File: src/rtl/img_pkg.sv
// Shared image-geometry defaults and types for the median-filter front end.
//   DEF_IMG_W / DEF_IMG_H : default frame size in pixels
//   DEF_PIX_W             : default pixel width in bits
//   pixel_t, window_t     : one pixel and a full 3x3 neighbourhood (m1..m9)
//   coord_t               : 7-bit unsigned pixel coordinate
//   wg_state_t            : window generator control states
package img_pkg;

  localparam int DEF_IMG_W = 100;
  localparam int DEF_IMG_H = 100;
  localparam int DEF_PIX_W = 8;

  typedef logic [7:0]     pixel_t;
  typedef pixel_t [0:8]   window_t;
  typedef logic [6:0]     coord_t;

  typedef enum logic [1:0] {
    ST_IDLE,
    ST_FILL,
    ST_STREAM
  } wg_state_t;

endpackage

File: src/rtl/line_buffer.sv
// One image row of pixel delay.
//   clk      : clock
//   we       : write enable (one accepted pixel)
//   idx      : column index, shared by read and write
//   wr_data  : pixel written at idx
//   rd_data  : pixel stored at idx before this cycle's write (read-before-write)
// Contents are never cleared; they are always overwritten before being used.
module line_buffer #(
  parameter int DEPTH = 100,
  parameter int PIX_W = 8,
  parameter int AW    = 7
) (
  input  logic             clk,
  input  logic             we,
  input  logic [AW-1:0]    idx,
  input  logic [PIX_W-1:0] wr_data,
  output logic [PIX_W-1:0] rd_data
);

  logic [PIX_W-1:0] mem_q [DEPTH];

  assign rd_data = mem_q[idx];

  always_ff @(posedge clk) begin
    if (we) mem_q[idx] <= wr_data;
  end

endmodule

File: src/rtl/window_gen_3x3.sv
// 3x3 window generator feeding the median sorter.
//   clk, reset  : clock, asynchronous active-high reset
//   start       : abort current frame, next accepted pixel is (0,0)
//   in_valid / in_ready / pix_data : raster-order pixel stream in
//   out_valid / out_ready          : window handshake out
//   win_data    : taps m1..m9 row-major, m1 (top-left) in the low byte
//   win_x/win_y : centre coordinates of the presented window
//   frame_done  : pulse when the last window of a frame is consumed
module window_gen_3x3
  import img_pkg::*;
#(
  parameter int IMG_W = DEF_IMG_W,
  parameter int IMG_H = DEF_IMG_H,
  parameter int PIX_W = DEF_PIX_W
) (
  input  logic               clk,
  input  logic               reset,
  input  logic               start,
  input  logic               in_valid,
  output logic               in_ready,
  input  logic [PIX_W-1:0]   pix_data,
  output logic               out_valid,
  input  logic               out_ready,
  output logic [9*PIX_W-1:0] win_data,
  output coord_t             win_x,
  output coord_t             win_y,
  output logic               frame_done
);

  wg_state_t        state_q, state_d;
  coord_t           col_q, col_d, row_q, row_d;
  coord_t           win_x_q, win_x_d, win_y_q, win_y_d;
  logic             out_valid_q, out_valid_d;
  logic [PIX_W-1:0] win_q [9];
  logic [PIX_W-1:0] win_d [9];
  logic [PIX_W-1:0] lb0_rd, lb1_rd;
  logic             accept, emit;

  assign in_ready = !reset && !start && (!out_valid_q || out_ready);
  assign accept   = in_valid && in_ready;
  // STREAM tracks row>=2, so only the column needs checking here.
  assign emit     = accept && (state_q == ST_STREAM) && (col_q >= 7'd2);

  // lb0 holds the previous row, lb1 the row before that.
  line_buffer #(.DEPTH(IMG_W), .PIX_W(PIX_W), .AW(7)) u_lb0 (
    .clk     (clk),
    .we      (accept),
    .idx     (col_q),
    .wr_data (pix_data),
    .rd_data (lb0_rd)
  );

  line_buffer #(.DEPTH(IMG_W), .PIX_W(PIX_W), .AW(7)) u_lb1 (
    .clk     (clk),
    .we      (accept),
    .idx     (col_q),
    .wr_data (lb0_rd),
    .rd_data (lb1_rd)
  );

  always_comb begin
    state_d = state_q;
    col_d   = col_q;
    row_d   = row_q;
    if (start) begin
      col_d   = '0;
      row_d   = '0;
      state_d = ST_FILL;
    end else if (accept) begin
      if (col_q == coord_t'(IMG_W - 1)) begin
        col_d = '0;
        row_d = (row_q == coord_t'(IMG_H - 1)) ? '0 : row_q + 7'd1;
      end else begin
        col_d = col_q + 7'd1;
      end
      state_d = (row_d >= 7'd2) ? ST_STREAM : ST_FILL;
    end
  end

  // Window shifts left; the new right-hand column is {oldest row, previous row, new pixel}.
  always_comb begin
    for (int i = 0; i < 9; i++) win_d[i] = win_q[i];
    if (accept) begin
      win_d[0] = win_q[1];
      win_d[1] = win_q[2];
      win_d[2] = lb1_rd;
      win_d[3] = win_q[4];
      win_d[4] = win_q[5];
      win_d[5] = lb0_rd;
      win_d[6] = win_q[7];
      win_d[7] = win_q[8];
      win_d[8] = pix_data;
    end
  end

  always_comb begin
    out_valid_d = out_valid_q;
    win_x_d     = win_x_q;
    win_y_d     = win_y_q;
    if (start) begin
      out_valid_d = 1'b0;
    end else if (emit) begin
      out_valid_d = 1'b1;
      win_x_d     = col_q - 7'd1;
      win_y_d     = row_q - 7'd1;
    end else if (out_ready) begin
      out_valid_d = 1'b0;
    end
  end

  // Stage p0 -> output register
  always_ff @(posedge clk or posedge reset) begin
    if (reset) begin
      state_q     <= ST_IDLE;
      col_q       <= '0;
      row_q       <= '0;
      out_valid_q <= 1'b0;
      win_x_q     <= '0;
      win_y_q     <= '0;
      for (int i = 0; i < 9; i++) win_q[i] <= '0;
    end else begin
      state_q     <= state_d;
      col_q       <= col_d;
      row_q       <= row_d;
      out_valid_q <= out_valid_d;
      win_x_q     <= win_x_d;
      win_y_q     <= win_y_d;
      for (int i = 0; i < 9; i++) win_q[i] <= win_d[i];
    end
  end

  always_comb begin
    win_data = '0;
    for (int i = 0; i < 9; i++) win_data[i*PIX_W +: PIX_W] = win_q[i];
  end

  assign out_valid  = out_valid_q;
  assign win_x      = win_x_q;
  assign win_y      = win_y_q;
  assign frame_done = out_valid_q && out_ready && !start &&
                      (win_x_q == coord_t'(IMG_W - 2)) && (win_y_q == coord_t'(IMG_H - 2));

endmodule
File: config.mk
export PLATFORM = sky130hd
export DESIGN_NAME = window_gen_3x3
export DESIGN_NICKNAME = d
export VERILOG_FILES = /design/src/rtl/img_pkg.sv /design/src/rtl/line_buffer.sv /design/src/rtl/window_gen_3x3.sv
export SDC_FILE = /design/constraint.sdc
export NUM_CORES = 2
export LEC_CHECK = 0
export ABC_CLOCK_PERIOD_IN_PS = 7150
export CAP_MARGIN = 20
export CORE_MARGIN = 4
export CORE_UTILIZATION = 45
export CTS_BUF_LIST = sky130_fd_sc_hd__clkbuf_16
export DETAILED_ROUTE_END_ITERATION = 10
export GPL_TIMING_DRIVEN = 1
export PLACE_DENSITY_LB_ADDON = 0.3
export SKIP_LAST_GASP = 1
export SYNTH_ARGS = -nofsm -noshare
export SYNTH_HDL_FRONTEND = slang
export SYNTH_SLANG_ARGS = --single-unit
File: constraint.sdc
create_clock -name clk -period 7.15 [get_ports clk]
set_input_delay 0.715 -clock clk [delete_from_list [all_inputs] [get_ports clk]]
set_output_delay 0.715 -clock clk [all_outputs]
set_load 0.02 [all_outputs]
## After elaboration in Yosys (flattened, before gate mapping)

Memory sizes are Yosys's and may differ from the RTL's. A register that Yosys moved wholly into a read port is not among the register bits.
Index checks and enable logic that the tools add are counted.

| word-level totals | value |
|---|---|
| flip-flop bits (word level) | 95 |
| bits in latches | 0 |
| memory bits (writable) | 1,600 |
| bits in read-only memories | 0 |
| input bits | 13 |
| word-level logic and storage cells | 61 |
| memories | 2 |

Memory list:

| memory | words | bits a word | read ports | clocked after Yosys merged registers in | wr ports | RTL line | RTL |
|---|---|---|---|---|---|---|---|
| u_lb0.mem_q | 100 | 8 | 1 | 0 | 1 | line_buffer.sv:20 | `logic [PIX_W-1:0] mem_q [DEPTH];` |
| u_lb1.mem_q | 100 | 8 | 1 | 1 | 1 | line_buffer.sv:20 |  |

| operators by class | value |
|---|---|
| add/subtract/negate cells | 4 |
| $mul | 0 |
| div/mod/pow operators | 0 |
| magnitude comparators | 2 |
| equal/unequal tests | 5 |
| shift operators | 0 |
| mux-type cells | 17 |
| bitwise gates (word level) | 1 |
| reductions and logical operators | 16 |

Operators by type and width:

| operator | number |
|---|---|
| 2-to-1 mux 7 bit | 9 |
| == test 7 bit (second input constant) | 4 |
| adder 7 x 1 -> 7 bit (second input constant) | 2 |
| greater-or-equal comparator 7 x 2 -> 1 bit (second input constant) | 2 |
| subtractor 7 x 1 -> 7 bit (second input constant) | 2 |
| logical AND 1 bit | 9 |
| 2-to-1 mux 2 bit | 3 |
| 2-to-1 mux 1 bit | 5 |
| zero test 1 bit | 3 |
| nonzero test 3 bit | 1 |
| == test 2 bit (second input constant) | 1 |
| AND reduction 2 bit | 1 |
| nonzero test 2 bit | 1 |
| logical OR 1 bit | 1 |
| NOT 1 bit | 1 |

## Depth between registers and ports, before layout

| depth | value |
|---|---|
| depth in word-level cells | 10 |
| mapped depth | 12 |
| mapped depth without buffers | 8 |

## Modules after synthesis

From an unflattened synthesis, not the netlist that was laid out.

| unflattened totals | value |
|---|---|
| cell total of the unflattened synthesis | 4,218 |
| area, all modules | 67,614.8 µm² |

Modules (own cells, without submodules):

| module | instances | cells each | area each (µm²) | seq. area each (µm²) |
|---|---|---|---|---|
| line_buffer | 2 | 1,855 | 31,554.0 | 24,023.0 |
| window_gen_3x3 | 1 | 508 | 4,506.8 | 2,577.5 |

## Worst setup path before layout

OpenSTA, ideal clock, no wires.

| path | value |
|---|---|
| kind | in2reg |
| start point | input port out_ready |
| end point | memory u_lb0.mem_q[16][0], enable pin |
| data arrival time | 3.135 ns |
| required time | 6.761 ns |
| slack | 3.627 ns |
| stages on the path | 7 |
| path through | inv_1 a211oi_1 and2_1 clkbuf_1 clkbuf_1 nand3_1 nor2_1 |

| on the way | value |
|---|---|
| word-level cells in the longest chain between the ends | 5 |

RTL lines:

| item | RTL line | RTL |
|---|---|---|
| start, declared | window_gen_3x3.sv:23 | `input logic out_ready,` |
| logical OR 1 bit | window_gen_3x3.sv:39 | `assign in_ready = !reset && !start && (!out_valid_q \|\| out_ready);` |
| logical AND 1 bit | window_gen_3x3.sv:39 |  |
| named net in_ready | window_gen_3x3.sv:20 | `output logic in_ready,` |
| logical AND 1 bit | window_gen_3x3.sv:40 | `assign accept = in_valid && in_ready;` |
| 2-to-1 mux 1 bit | line_buffer.sv:25 | `if (we) mem_q[idx] <= wr_data;` |
| 2-to-1 mux 1 bit (not written as such) | line_buffer.sv:25 |  |
| end, declared | line_buffer.sv:20 |  |

The timed path passes the listed nets, and every way through them passes these cells.

## Worst setup path after layout

| path | value |
|---|---|
| start point | register col_q[0] |
| end point | memory u_lb1.mem_q[80][1], data pin |

| on the way | value |
|---|---|
| word-level cells in the longest chain between the ends | 1 |

RTL lines:

| item | RTL line | RTL |
|---|---|---|
| start, declared | window_gen_3x3.sv:31 | `coord_t col_q, col_d, row_q, row_d;` |
| start signal, assigned | window_gen_3x3.sv:123 | `col_q <= col_d;` |
| memory read (100 x 8 bit) | n/a |  |
| named net lb0_rd[1] | window_gen_3x3.sv:36 | `logic [PIX_W-1:0] lb0_rd, lb1_rd;` |
| end, declared | line_buffer.sv:20 |  |

The timed path passes the listed nets, and every way through them passes these cells.

==> run_results.csv <==
group,metric,value,unit
global_route,grt_pass1_vias,35900,
timing,clock_skew,44.2,ps
logic_synthesis,synthSimpleGateAreaFrac,4.25,%
timing,max_slew_margin,21.9,%
routing,drt_first_pass_iters,6,
timing,fin_tns_setup,0,ps
cts,htreeDepth,4,
timing,rsz0062_at_grt,"no",
routing,drt.antenna.violating_nets,0,
floorplan,rows,140,
logic_synthesis,yosys.area_share.xor_xnor,0.160,%
logic_synthesis,synth_fa_ha_area_share,0.0950,%
critical_path,worstPathArrival,5640,ps
routing,drt_first_iter_violations,5444,
timing,finalHoldViolCount,0,
cells_and_area,final_cell_mix,"edfxtp_1 (1,600), nand2_1 (299), nor2_1 (228)",
cells_and_area,fillers,11500,
global_route,antenna_found_initial,8,
timing,fmax,187,MHz
logic_synthesis,syn_avg_cell_area,18.1,um^2
logic_synthesis,ys_types,73,
global_route,grtUsageTotal,24.4,%
floorplan,ioPinCount,102,
cts,cts_root_buffer,"clkbuf_16",
power,leakagePower,0.0238,uW
floorplan,fp.dieW,391,um
placed_design,pre_cts_ws,2020,ps
cts,cts_resized,0,
routing,vias,37100,
critical_path,critPathKind,"flip-flop to flip-flop",
routing,drcViolationCount,0,
global_route,overflow,0,
logic_synthesis,synth_top_cell_area_share,72.9,%
cells_and_area,drive_gt1_share,17.3,%
cts,clock_latency,820,ps
logic_synthesis,syn-cell-area,65900,um^2
cts,numClockSinks,1703,
logic_synthesis,muxShareOfSynthArea,9.51,%
cells_and_area,fin_util,51.4,%
cells_and_area,final_common_cell,"edfxtp_1",
cells_and_area,stdcell_count,5900,
global_route,grt_max_degree,126,
cells_and_area,multiInputGateArea,14000,um^2
timing,tightest_slew,1170,ps
logic_synthesis,yosysTopAreaCell,"edfxtp_1",
worst_hold_path,hold_path.class,"input port to flip-flop",
logic_synthesis,synth_compound_area_share,7.06,%
cts,post_cts.repair.setup_buffers,0,
critical_path,startpoint_type,"flip-flop",
cts,cts-buffers-inserted,168,
placed_design,port_buffers,101,
floorplan,die_y,391,um
floorplan,die_area,153000,um^2
placed_design,place_congestion,0.883,
cells_and_area,fin_area,74800,um^2
power,max-vdd-ir-drop,0.000215,V
logic_synthesis,synthCells,3632,
critical_path,critPathMaxFanout,100,
logic_synthesis,syn_nets,3650,
critical_path,worstSetupEndpointType,"flip-flop",
timing,finalWorstSetupSlack,1790,ps
cells_and_area,synthToLayoutAreaGrowth,13.6,%
job,max_cap_violations,0,
routing,wire_per_inst,31.7,um
logic_synthesis,async_flop_share,6.05,%
run_status,outcome,"finished, final reports clean",
timing,period_share,74.9,%
logic_synthesis,synth_top_flop_cell,"edfxtp_1",
routing,viasPerCell,6.29,
cells_and_area,nNetsFinal,3860,
power,cellPowerDensity,274,nW/um^2
cts,ctsHoldBuffers,0,
critical_path,worstPathRequired,7430,ps
cts,path_clk_slew,60,ps
global_route,grt_pass1_wl,268000,um
timing,slew_violations,0,
placed_design,dp.cells,5585,
cells_and_area,seq_area,50600,um^2
cts,clock_path_buffers,3,
timing,period_needed,5360,ps
logic_synthesis,synth-edff-count,1600,
logic_synthesis,yosysSeqAreaShare,76.8,%
cts,cts_tree,"done",
routing,routed_wl,187000,um
floorplan,start_util,45.3,%
logic_synthesis,synth-seq-cells,1703,
logic_synthesis,ys_warn_count,0,
placed_design,dpl.hpwl,110000,um
placed_design,placed_area,69400,um^2
floorplan,core_area,146000,um^2
logic_synthesis,yosys-top-cells-area,"edfxtp_1 (73%), mux4_2 (6.9%), dfrtp_1 (3.9%), a221oi_1 (2.4%), mux2i_1 (2.0%)",
logic_synthesis,synth_top_family_by_area,"multiplexers",
timing,setup_viol,0,
[path summary, 6_finish.rpt]
check,slack (ps),to,from,depth (start not counted)
worst max-delay path,1790,u_lb1.mem_q[80][1],col_q[0],8
worst min-delay path,350,u_lb0.mem_q[66][4],pix_data[4],1
worst max register to register,1790,u_lb1.mem_q[80][1],col_q[0],8
worst min register to register,470,win_data[31],win_data[31],2
max in group asynchronous,5570,win_data[18],reset,3
min in group asynchronous,400,out_valid,reset,2
[area by class of cell]
class	count	share of cell area, %
clock buffer	169	5.65
antenna	1	0.00334
multi-input combinational	1682	18.7
clock inverter	141	1.42
tap	1917	3.21
sequential	1703	67.7
timing repair buffer	276	3.27
inverter	11	0.0585
[critical path: stages, from the launching register on]
cell and delay [ps]:
dfrtp_4 760, buf_12 460, nand2_2 970, o21ai_0 420, a21oi_1 100, a22oi_1 200, and3_1 180, a311o_1 600
nand2_4 660
[logic make-up (layout without fill, tap and decap cells)]
group	Yosys count	count (layout)
DFF	1703	1703
muxes	369	369
other	0	1
buffers and inverters	247	597
xor gates and xnor gates	12	12
and+or+nand+nor	667	667
AOI/OAI and AO/OA	629	629
adders and majority gates	5	5
[report_power, final]
part / internal [uW] / total (uW) / switching, uW
sequential: 11000 / 11100 / 84.7
combinational: 296 / 871 / 575
clock: 4770 / 8520 / 3740
total: 16100 / 20500 / 4400
[registers in the layout, summed over array words and instances (netlist names), 2 cells and up]
register,flops
u_lb1.mem_q,800
win_y,7
win_data,72
win_x,7
col_q,7
state_q,2
row_q,7
u_lb0.mem_q,800
[metrics by stage]
stage / total power (uW) / hold WS, ps
2_1_floorplan: 11700 / 449
3_3_place_gp: 12100 / 457
3_5_place_dp: 12200 / 461
4_1_cts: 20600 / 311
5_1_grt: 21100 / 343
6_report: 20500 / 355
[per-layer routing]
layer | global-route usage [%] | up-vias | share of wire, %
met5 | 0 | - | 0.012
met4 | 9.53 | 4 | 4.3
met3 | 6.13 | 406 | 12
met2 | 36.2 | 2414 | 45
met1 | 35.0 | 19100 | 39
li1 | - | 15200 | -
[cells in the mapped netlist (22+ instances only)]
master / instances
mux2_2: 35
a211oi_1: 23
buf_2: 86
mux4_2: 202
nand3_1: 34
a22oi_1: 65
a31oi_1: 24
dfrtp_1: 103
buf_6: 26
clkbuf_1: 72
o221ai_1: 31
nor2_1: 230
mux2i_1: 132
nor3_1: 22
edfxtp_1: 1600
o21ai_0: 100
buf_4: 34
a21oi_1: 92
nand2_1: 308
a221oi_1: 183
Power figures use the tool's default switching activity.
